<file path="src/rtl/avaliador_noite_if.sv">
// avaliador_noite_if
//   Bus between the night-phase controller (master) and the avaliador_noite
//   datapath (slave).
//   Controller -> datapath: zera_CJ, inc_jogador, processar_acao, passa,
//     classe, alvo, avaliar_eliminacao.
//   Datapath -> controller/announcer: jogador_atual, CJ_fim, jogador_vivo,
//     vivos, acao_invalida, ocupado, morte_valida, morto_id.
interface avaliador_noite_if #(
   parameter int N_JOGADORES = 8,
   parameter int W_ID        = 3
);
   logic                   zera_CJ;
   logic                   inc_jogador;
   logic                   processar_acao;
   logic                   passa;
   logic [1:0]             classe;
   logic [W_ID-1:0]        alvo;
   logic                   avaliar_eliminacao;
   logic [W_ID-1:0]        jogador_atual;
   logic                   CJ_fim;
   logic                   jogador_vivo;
   logic [N_JOGADORES-1:0] vivos;
   logic                   acao_invalida;
   logic                   ocupado;
   logic                   morte_valida;
   logic [W_ID-1:0]        morto_id;

   modport master (
      output zera_CJ, inc_jogador, processar_acao, passa, classe, alvo,
             avaliar_eliminacao,
      input  jogador_atual, CJ_fim, jogador_vivo, vivos, acao_invalida,
             ocupado, morte_valida, morto_id
   );

   modport slave (
      input  zera_CJ, inc_jogador, processar_acao, passa, classe, alvo,
             avaliar_eliminacao,
      output jogador_atual, CJ_fim, jogador_vivo, vivos, acao_invalida,
             ocupado, morte_valida, morto_id
   );
endinterface

</file>
<file path="src/rtl/avaliador_noite.sv">
// avaliador_noite
//   Night-phase datapath: player counter, alive mask, per-target wolf vote
//   tallies and doctor protection. Records one action per player turn and,
//   on avaliar_eliminacao, scans the tallies one player per cycle to pick
//   who is eliminated.
//   Ports: clock, reset (sync, active-high), rst_global (soft clear, same
//   effect), bus (avaliador_noite_if.slave, see interface header).
//   Optional: define ELIMINA_EMPATE_EN to eliminate the lowest-index target
//   on a tie at the maximum instead of sparing everyone.
module avaliador_noite #(
   parameter int N_JOGADORES = 8,
   parameter int W_ID        = 3,
   parameter int W_VOTO      = 4
) (
   input logic               clock,
   input logic               reset,
   input logic               rst_global,
   avaliador_noite_if.slave  bus
);
   typedef enum logic [1:0] {OCIOSO, VARRE, APLICA} estado_t;

   localparam logic [W_ID-1:0] ULTIMO = W_ID'(N_JOGADORES-1);

   estado_t                               st_q, st_d;
   logic [W_ID-1:0]                       cnt_q, cnt_d;
   logic [N_JOGADORES-1:0]                vivos_q, vivos_d;
   logic [N_JOGADORES-1:0][W_VOTO-1:0]    tally_q, tally_d;
   logic [W_ID-1:0]                       prot_q, prot_d;
   logic                                  prot_v_q, prot_v_d;
   logic                                  feito_q, feito_d;
   logic [W_ID-1:0]                       idx_q, idx_d;
   logic [W_VOTO-1:0]                     max_q, max_d;
   logic [W_ID-1:0]                       cand_q, cand_d;
   logic                                  empate_q, empate_d;
   logic                                  morte_q, morte_d;
   logic [W_ID-1:0]                       morto_q, morto_d;
   logic                                  inval_q, inval_d;

   logic captura, alvo_ok, elimina;

   // A turn is only open to a living player, once, and never mid-evaluation.
   assign captura = bus.processar_acao & bus.passa & ~feito_q &
                    (st_q == OCIOSO) & vivos_q[cnt_q];
   assign alvo_ok = (int'(bus.alvo) < N_JOGADORES) && vivos_q[bus.alvo];

`ifdef ELIMINA_EMPATE_EN
   // Scan keeps the first maximum, so a tie resolves to the lowest index.
   assign elimina = (max_q != '0) && !(prot_v_q && (prot_q == cand_q));
`else
   assign elimina = (max_q != '0) && !empate_q &&
                    !(prot_v_q && (prot_q == cand_q));
`endif

   always_comb begin
      st_d     = st_q;
      cnt_d    = cnt_q;
      vivos_d  = vivos_q;
      tally_d  = tally_q;
      prot_d   = prot_q;
      prot_v_d = prot_v_q;
      feito_d  = feito_q;
      idx_d    = idx_q;
      max_d    = max_q;
      cand_d   = cand_q;
      empate_d = empate_q;
      morte_d  = morte_q;
      morto_d  = morto_q;
      inval_d  = 1'b0;

      if (captura) begin
         if (!alvo_ok) begin
            // Rejected: acao_feita stays clear so the player may retry.
            inval_d = 1'b1;
         end else begin
            feito_d = 1'b1;
            case (bus.classe)
               2'd1: if (tally_q[bus.alvo] != '1)
                        tally_d[bus.alvo] = tally_q[bus.alvo] + W_VOTO'(1);
               2'd2: begin
                  prot_d   = bus.alvo;
                  prot_v_d = 1'b1;
               end
               default: ;
            endcase
         end
      end

      if (bus.zera_CJ)
         cnt_d = '0;
      else if (bus.inc_jogador)
         cnt_d = (cnt_q == ULTIMO) ? '0 : cnt_q + W_ID'(1);
      if (bus.inc_jogador)
         feito_d = 1'b0;

      case (st_q)
         OCIOSO: if (bus.avaliar_eliminacao) begin
            st_d     = VARRE;
            idx_d    = '0;
            max_d    = '0;
            cand_d   = '0;
            empate_d = 1'b0;
         end
         VARRE: begin
            if (tally_q[idx_q] > max_q) begin
               max_d    = tally_q[idx_q];
               cand_d   = idx_q;
               empate_d = 1'b0;
            end else if ((tally_q[idx_q] == max_q) && (max_q != '0)) begin
               empate_d = 1'b1;
            end
            if (idx_q == ULTIMO)
               st_d = APLICA;
            else
               idx_d = idx_q + W_ID'(1);
         end
         APLICA: begin
            if (elimina) begin
               vivos_d[cand_q] = 1'b0;
               morte_d         = 1'b1;
               morto_d         = cand_q;
            end else begin
               morte_d = 1'b0;
            end
            tally_d  = '0;
            prot_v_d = 1'b0;
            st_d     = OCIOSO;
         end
         default: st_d = OCIOSO;
      endcase

      // Soft clear overrides everything computed above, aborting any scan.
      if (rst_global) begin
         st_d     = OCIOSO;
         cnt_d    = '0;
         vivos_d  = '1;
         tally_d  = '0;
         prot_d   = '0;
         prot_v_d = 1'b0;
         feito_d  = 1'b0;
         idx_d    = '0;
         max_d    = '0;
         cand_d   = '0;
         empate_d = 1'b0;
         morte_d  = 1'b0;
         morto_d  = '0;
         inval_d  = 1'b0;
      end
   end

   always_ff @(posedge clock) begin
      if (reset) begin
         st_q     <= OCIOSO;
         cnt_q    <= '0;
         vivos_q  <= '1;
         tally_q  <= '0;
         prot_q   <= '0;
         prot_v_q <= 1'b0;
         feito_q  <= 1'b0;
         idx_q    <= '0;
         max_q    <= '0;
         cand_q   <= '0;
         empate_q <= 1'b0;
         morte_q  <= 1'b0;
         morto_q  <= '0;
         inval_q  <= 1'b0;
      end else begin
         st_q     <= st_d;
         cnt_q    <= cnt_d;
         vivos_q  <= vivos_d;
         tally_q  <= tally_d;
         prot_q   <= prot_d;
         prot_v_q <= prot_v_d;
         feito_q  <= feito_d;
         idx_q    <= idx_d;
         max_q    <= max_d;
         cand_q   <= cand_d;
         empate_q <= empate_d;
         morte_q  <= morte_d;
         morto_q  <= morto_d;
         inval_q  <= inval_d;
      end
   end

   assign bus.jogador_atual = cnt_q;
   assign bus.CJ_fim        = (cnt_q == ULTIMO);
   assign bus.jogador_vivo  = vivos_q[cnt_q];
   assign bus.vivos         = vivos_q;
   assign bus.acao_invalida = inval_q;
   assign bus.ocupado       = (st_q != OCIOSO);
   assign bus.morte_valida  = morte_q;
   assign bus.morto_id      = morto_q;
endmodule
</file>
<file path="src/flat_wrapper.sv">
// flat-port wrapper written by rule: the top's interface ports become plain ports
module avaliador_noite_flat 
#(
   parameter int N_JOGADORES = 8,
   parameter int W_ID        = 3,
   parameter int W_VOTO      = 4
)
  (clock, reset, rst_global, bus_zera_CJ, bus_inc_jogador, bus_processar_acao, bus_passa, bus_classe, bus_alvo, bus_avaliar_eliminacao, bus_jogador_atual, bus_CJ_fim, bus_jogador_vivo, bus_vivos, bus_acao_invalida, bus_ocupado, bus_morte_valida, bus_morto_id);
  avaliador_noite_if #(.N_JOGADORES(N_JOGADORES), .W_ID(W_ID)) bus_i ();
  input logic clock;
  input logic reset;
  input logic rst_global;
  input wire logic [$bits(bus_i.zera_CJ)-1:0] bus_zera_CJ;
  input wire logic [$bits(bus_i.inc_jogador)-1:0] bus_inc_jogador;
  input wire logic [$bits(bus_i.processar_acao)-1:0] bus_processar_acao;
  input wire logic [$bits(bus_i.passa)-1:0] bus_passa;
  input wire logic [$bits(bus_i.classe)-1:0] bus_classe;
  input wire logic [$bits(bus_i.alvo)-1:0] bus_alvo;
  input wire logic [$bits(bus_i.avaliar_eliminacao)-1:0] bus_avaliar_eliminacao;
  output wire logic [$bits(bus_i.jogador_atual)-1:0] bus_jogador_atual;
  output wire logic [$bits(bus_i.CJ_fim)-1:0] bus_CJ_fim;
  output wire logic [$bits(bus_i.jogador_vivo)-1:0] bus_jogador_vivo;
  output wire logic [$bits(bus_i.vivos)-1:0] bus_vivos;
  output wire logic [$bits(bus_i.acao_invalida)-1:0] bus_acao_invalida;
  output wire logic [$bits(bus_i.ocupado)-1:0] bus_ocupado;
  output wire logic [$bits(bus_i.morte_valida)-1:0] bus_morte_valida;
  output wire logic [$bits(bus_i.morto_id)-1:0] bus_morto_id;
  assign bus_i.zera_CJ = bus_zera_CJ;
  assign bus_i.inc_jogador = bus_inc_jogador;
  assign bus_i.processar_acao = bus_processar_acao;
  assign bus_i.passa = bus_passa;
  assign bus_i.classe = bus_classe;
  assign bus_i.alvo = bus_alvo;
  assign bus_i.avaliar_eliminacao = bus_avaliar_eliminacao;
  assign bus_jogador_atual = bus_i.jogador_atual;
  assign bus_CJ_fim = bus_i.CJ_fim;
  assign bus_jogador_vivo = bus_i.jogador_vivo;
  assign bus_vivos = bus_i.vivos;
  assign bus_acao_invalida = bus_i.acao_invalida;
  assign bus_ocupado = bus_i.ocupado;
  assign bus_morte_valida = bus_i.morte_valida;
  assign bus_morto_id = bus_i.morto_id;
  avaliador_noite #(.N_JOGADORES(N_JOGADORES), .W_ID(W_ID), .W_VOTO(W_VOTO)) u_core (.clock(clock), .reset(reset), .rst_global(rst_global), .bus(bus_i));
endmodule
</file>
<file path="config.mk">
export PLATFORM = sky130hd
export DESIGN_NAME = avaliador_noite_flat
export DESIGN_NICKNAME = d
export VERILOG_FILES = /design/src/rtl/avaliador_noite_if.sv /design/src/rtl/avaliador_noite.sv /design/src/flat_wrapper.sv
export SDC_FILE = /design/constraint.sdc
export NUM_CORES = 1
export LEC_CHECK = 0
export ABC_CLOCK_PERIOD_IN_PS = 3700
export BUFFER_PORTS_ARGS = -buffer_cell sky130_fd_sc_hd__buf_2
export CORE_ASPECT_RATIO = 0.6
export CORE_MARGIN = 2
export CORE_UTILIZATION = 42
export DETAILED_ROUTE_END_ITERATION = 6
export PLACE_DENSITY_LB_ADDON = 0.15
export SYNTH_ARGS = -nofsm -noshare
export SYNTH_HDL_FRONTEND = slang
export SYNTH_SLANG_ARGS = --single-unit
export TNS_END_PERCENT = 20
</file>
<file path="constraint.sdc">
create_clock -name clock -period 3.7 [get_ports clock]
set_clock_uncertainty 0.1 [all_clocks]
set_input_delay 0.185 -clock clock [delete_from_list [all_inputs] [get_ports clock]]
set_output_delay 0.185 -clock clock [all_outputs]
set_load 0.01 [all_outputs]
</file>
==> flow_summary.yaml, run 1 <==
finish:
  final_cell_mix: "dfxtp_1, nand2_1, mux2i_1"
  layoutNonFillerInstCount: 491
  drive_above_1_share: 0.222
  final-seq-area_um2: 1320
  n_antenna_cell: 0
  nFillCells: 766
  multi_input_area_um2: 2090
  syn_to_final_growth_pct: 15.7
  final_util: 0.511
  final_common_cell: "dfxtp_1"
  fin_nets: 400
clock_tree:
  path_clk_slew_ns: 0.05
  post_cts_resized: 0
  worstSkewPairLatency_ns: 0.33
  h-tree-depth: 3
  root_buffer: "clkbuf_16"
  clockBufferDepth: 2
  tritoncts: "done"
  numCtsBuffers: 9
  post_cts_buffers: 0
  ctsHoldBuffers: 2
  cts_num_sinks: 66
sta:
  fmax_ghz: 0.302
  drv_slew: 0
  worstMarginPinSlew_ns: 1.13
  period_needed_ns: 3.32
  timing.final.crit_share: 0.896
  max-slew-margin-rel: 0.237
  setup_violations: 0
  whs_ns: 0.151
  grt_setup_unrepaired: "false"
  hold_violations: 0
  final.setup.tns_ns: 0
worst_hold_path:
  min_to: "u_core.bus.acao_invalida"
  hold_depth: 5
  holdCritStartpoint: "bus_passa"
  holdCritPathClass: "input pin to flop"
worst_setup_path:
  crit_buf_inv: 1
  worst_path_max_delay_cell: "nor4_1"
  crit_family: "simple AND/OR/NAND/NOR gates"
  crit_type: "flop to flop"
  crit_fanout: 9
  r2r_slack_ns: 0.38
  crit_chain: "buf_4 > mux4_2 > mux2_2 > ha_1 > nand4_1 > o211ai_1 > nor4_1 > a32o_1"
  regToRegStartpoint: "u_core.idx_q[0]"
  start_kind: "flop"
  rr_worst_depth: 8
  regToRegEndpoint: "u_core.max_q[0]"
  crit_cells: 8
  cp_data_required_time_ns: 3.87
  critPathCaptureType: "flop"
  slowest_delay_ns: 0.88
  cp_data_arrival_time_ns: 3.48
route:
  drt_wl_total_mm: 9.11
  dr.pass1.iters: 4
  drc: 0
  wl_per_cell_um: 18.5
  drtIter0Drc: 158
  ant_nets: 0
  vias: 2805
  vias_per_cell: 5.71
floorplanning:
  start_util: 0.442
  coreArea_um2: 8010
  io_pins: 32
  die_h_um: 75.1
  num_rows: 25
  die-area_um2: 9200
  fp.dieW_um: 122
global_routing:
  antenna_found_initial: 0
  overflow: 0
  grt_pass1_vias: 2591
  grt_max_degree: 25
  grtUsageTotal: 0.215
  grt_pass1_wl_mm: 14.6
yosys:
  syn_inst: 348
  async_flop_share: 0
  synth.yosys.seq_area_share: 0.373
  synth_area_um2: 3540
  ys_seq_elements: 66
  yosys_warnings: 0
  synth_nets: 370
  syn_area_per_cell_um2: 10.2
  synthFlopType: "dfxtp_1"
  post_synth_num_cell_types: 55
  synth_edf_count: 0
placement:
  port_buffers: 31
  gp_congestion: 0.858
  post-place-cells: 473
  dpl.hpwl_mm: 6.69
job:
  maxCapViolations: 0
run_status:
  outcome: "completed"
power_and_ir_drop:
  power_density_nw_per_um2: 411
  peakVddDrop_uv: 236
  p_leak_uw: 0.00147
  total_power_uw: 1680
[routing by layer]
layer / vias to the layer above / track usage / wire length [um]
li1: 1346 / - / -
met1: 1369 / 0.338 / 4760
met2: 86 / 0.277 / 3480
met3: 4 / 0.0606 / 841
met4: 0 / 0.0575 / 31
met5: - / 0 / 0
[cell families (layout without fill, tap and decap cells)]
group | count (synthesis) | in the layout | synth area share
AND/OR/NAND/NOR | 129 | 129 | 0.223
XOR/XNOR | 4 | 4 | 0.00990
buffers and inverters | 29 | 64 | 0.0371
AO/OA/AOI/OAI | 47 | 47 | 0.103
flip-flops | 66 | 66 | 0.373
adder cells (fa/ha/maj) | 9 | 9 | 0.0318
multiplexers | 64 | 64 | 0.221
[per-stage QoR]
stage / area (um2) / setup WS [ns]
after floorplan: 3540 / 0.486
after CTS: 4100 / 0.407
after global placement: 3780 / 0.495
final: 4100 / 0.384
after detailed placement: 3780 / 0.412
after global routing: 4100 / 0.218
[worst min-delay path: cells and delay by family]
family,cells,cell delay (ns)
and+or+nand+nor,4,0.25
buffers and inverters,1,0.10
[how the worst max path moves through the flow]
stage	startpoint	to	slack [ns]
after floorplan	u_core.idx_q[0]	u_core.cand_q[0]	0.49
after global placement	u_core.idx_q[1]	u_core.cand_q[1]	0.49
after detailed placement	u_core.idx_q[0]	u_core.max_q[3]	0.41
after CTS	u_core.idx_q[0]	u_core.max_q[3]	0.41
after global routing	u_core.idx_q[0]	u_core.max_q[0]	0.22
final	u_core.idx_q[0]	u_core.max_q[0]	0.38
[report_power, final]
group | internal [uW] | switching (uW)
Combinational | 36.5 | 68.9
Clock | 558 | 303
Sequential | 713 | 2.90
Total | 1310 | 374
[synth_stat cells, drive strengths merged, types with 3 or more instances]
library cell,count,area [um2]
a21oi,7,35.0
nor2b,5,31.3
mux4,10,233
inv,10,37.5
a32o,7,70.1
mux2i,46,460
or2,4,25.0
buf,8,52.5
nor2,14,52.6
nor3,7,35.0
xnor2,4,35.0
dfxtp,66,1320
o22ai,3,25.0
clkbuf,11,41.3
o21ai,8,40.0
nand2b,8,50.1
ha,9,113
nand2,56,210
nand3,7,47.6
mux2,8,90.1
nor4,14,223
[final cells by class]
| cell class | instances | area share |
|---|---|---|
| multi-input combinational | 253 | 0.510 |
| sequential | 66 | 0.323 |
| clock buffer | 14 | 0.0645 |
| timing repair buffer | 38 | 0.0519 |
| tap | 108 | 0.0330 |
| inverter | 10 | 0.00917 |
| clock inverter | 2 | 0.00855 |
[state kept, by name, indices dropped and copies added, names as in the netlist]
signal                    count
u_core.cand_q                 3
u_core.idx_q                  3
u_core.prot_q                 3
u_core.bus.vivos              8
u_core.bus.morte_valida       1
u_core.max_q                  4
u_core.bus.morto_id           3
u_core.st_q                   2
u_core.feito_q                1
u_core.bus.acao_invalida      1
u_core.tally_q               32
u_core.bus.jogador_atual      3
u_core.prot_v_q               1
u_core.empate_q               1
Note: power is estimated with default switching activity, not from simulation.
==> inputs of run 2 (changes only) <==
==> constraint.sdc (replaced) <==
create_clock -name clock -period 3.7 [get_ports clock]
set_clock_uncertainty 0.1 [all_clocks]
set_input_delay 0.925 -clock clock [delete_from_list [all_inputs] [get_ports clock]]
set_output_delay 0.925 -clock clock [all_outputs]
set_load 0.01 [all_outputs]
==> flow_summary.yaml, run 2 (synthesis gave the netlist of run 1 again) <==
worst_setup_path:
  rr_worst_depth: 9
  critPathCaptureType: "flop"
  regToRegEndpoint: "u_core.max_q[2]"
  crit_fanout: 8
  cp_data_required_time_ns: 3.87
  crit_type: "flop to flop"
  crit_chain: "mux4_2 > mux2_2 > ha_1 > nor2b_1 > o21a_1 > o21a_1 > o211ai_1 > a21o_1 > a32o_1"
  regToRegStartpoint: "u_core.idx_q[0]"
  r2r_slack_ns: 0.53
  worst_path_max_delay_cell: "dfxtp_1"
  start_kind: "flop"
  cp_data_arrival_time_ns: 3.34
  slowest_delay_ns: 0.59
  cpMostUsedCell: "o21a_1"
clock_tree:
  numCtsBuffers: 9
  post_cts_buffers: 0
  root_buffer: "clkbuf_16"
  post_cts_resized: 0
  path_clk_slew_ns: 0.05
  tritoncts: "done"
  clockBufferDepth: 2
  ctsHoldBuffers: 0
  cts_num_sinks: 66
  h-tree-depth: 3
  worstSkewPairLatency_ns: 0.34
power_and_ir_drop:
  power_density_nw_per_um2: 418
  total_power_uw: 1730
  peakVddDrop_uv: 256
  p_leak_uw: 0.00150
placement:
  port_buffers: 31
  gp_congestion: 0.937
  dpl_cell_area_um2: 3820
  dpl.hpwl_mm: 6.85
floorplanning:
  fp.dieW_um: 122
  coreArea_um2: 8010
  start_util: 0.442
  io_pins: 32
  die-area_um2: 9200
  num_rows: 25
  die_h_um: 75.1
sta:
  whs_ns: 0.349
  timing.final.crit_share: 0.857
  final.setup.tns_ns: 0
  period_needed_ns: 3.17
  setup_violations: 0
  max-slew-margin-rel: 0.487
  drv_slew: 0
  fmax_ghz: 0.316
  grt_setup_unrepaired: "false"
  worstMarginPinSlew_ns: 0.749
  hold_violations: 0
finish:
  max_flop_register: "u_core.tally_q"
  nFillCells: 751
  syn_to_final_growth_pct: 17.0
  largest_register_ffs: 32
  fin_nets: 404
  final_util: 0.517
  drive_above_1_share: 0.235
  final_common_cell: "dfxtp_1"
  n_antenna_cell: 0
  fin_area_um2: 4140
  final_cell_mix: "dfxtp_1, nand2_1, mux2i_1"
job:
  maxCapViolations: 0
route:
  drt_wl_total_mm: 9.07
  drtIter0Drc: 192
  vias: 2763
  dr.pass1.iters: 4
  vias_per_cell: 5.58
  wl_per_cell_um: 18.3
  drc: 0
  ant_nets: 0
global_routing:
  overflow: 0
  grt_pass1_wl_mm: 14.2
  grtUsageTotal: 0.214
  grt_pass1_vias: 2468
  antenna_found_initial: 0
  grt_max_degree: 20
worst_hold_path:
  hold_depth: 2
  min_to: "u_core.bus.morto_id[1]"
  holdCritPathClass: "flop to flop"
  holdCritStartpoint: "u_core.bus.morto_id[1]"
run_status:
  outcome: "completed"
==> run 2: changes by cell type in the layout (fill, tap and decap cells not counted) <==
cell           previous run  this run
nor4_2                    0         1
clkbuf_8                  2         1
clkinv_2                  1         0
dlygate4sd3_1             2         0
bufinv_16                 1         2
clkbuf_1                  3         4
nor4_1                    5         4
buf_4                     5        11
==> run 2: layout make-up <==
| type | instances | area, um2 | area share |
|---|---|---|---|
| clock inverters | 2 | 60.1 | 0.0145 |
| inverters | 10 | 37.5 | 0.00906 |
| flip-flops and latches | 66 | 1320 | 0.319 |
| well taps | 108 | 135 | 0.0326 |
| repair buffers | 42 | 238 | 0.0574 |
| multi-input cells | 253 | 2100 | 0.506 |
| clock buffers | 14 | 254 | 0.0613 |
==> run 2: per-stage QoR <==
step / cells / worst slack, ns
after global placement: 479 / 0.237
after detailed placement: 479 / 0.253
after floorplan: 348 / 0.486
final: 495 / 0.530
after CTS: 495 / 0.210
after global routing: 495 / 0.311
==> run 2: report_power, final <==
group          leakage [uW]  switching [uW]  total [uW]  internal [uW]
clock network      0.000151             297         906            609
registers          0.000532            3.35         717            714
logic              0.000812            70.9         109           37.9
==> run 2: how the worst max path moves through the flow <==
stage                    start               end  slack, ns  cells past startpoint
2_1_floorplan  u_core.idx_q[0]  u_core.cand_q[0]       0.49                     10
3_3_place_gp   u_core.idx_q[0]  u_core.cand_q[2]       0.24                      9
3_5_place_dp   u_core.idx_q[0]   u_core.max_q[2]       0.25                      9
4_1_cts        u_core.idx_q[0]   u_core.max_q[2]       0.21                      9
5_1_grt        u_core.idx_q[0]   u_core.max_q[2]       0.31                      9
6_report       u_core.idx_q[0]   u_core.max_q[2]       0.53                      9
==> run 2: worst max-delay path, delay by kind of cell, from the launching register on <==
| kind | cells | cell delay, ns |
|---|---|---|
| and+or+nand+nor | 1 | 0.13 |
| adders and majority gates | 1 | 0.29 |
| DFF | 1 | 0.59 |
| muxes | 2 | 0.89 |
| AOI/OAI and AO/OA | 5 | 1.11 |
==> run 2: routing by layer <==
metal / routed length, um / GRT usage / vias up
met3: 1090 / 0.0902 / 7
met2: 3410 / 0.265 / 105
li1: - / - / 1342
met5: 0 / 0 / -
met1: 4510 / 0.324 / 1309
met4: 58 / 0.0702 / 0
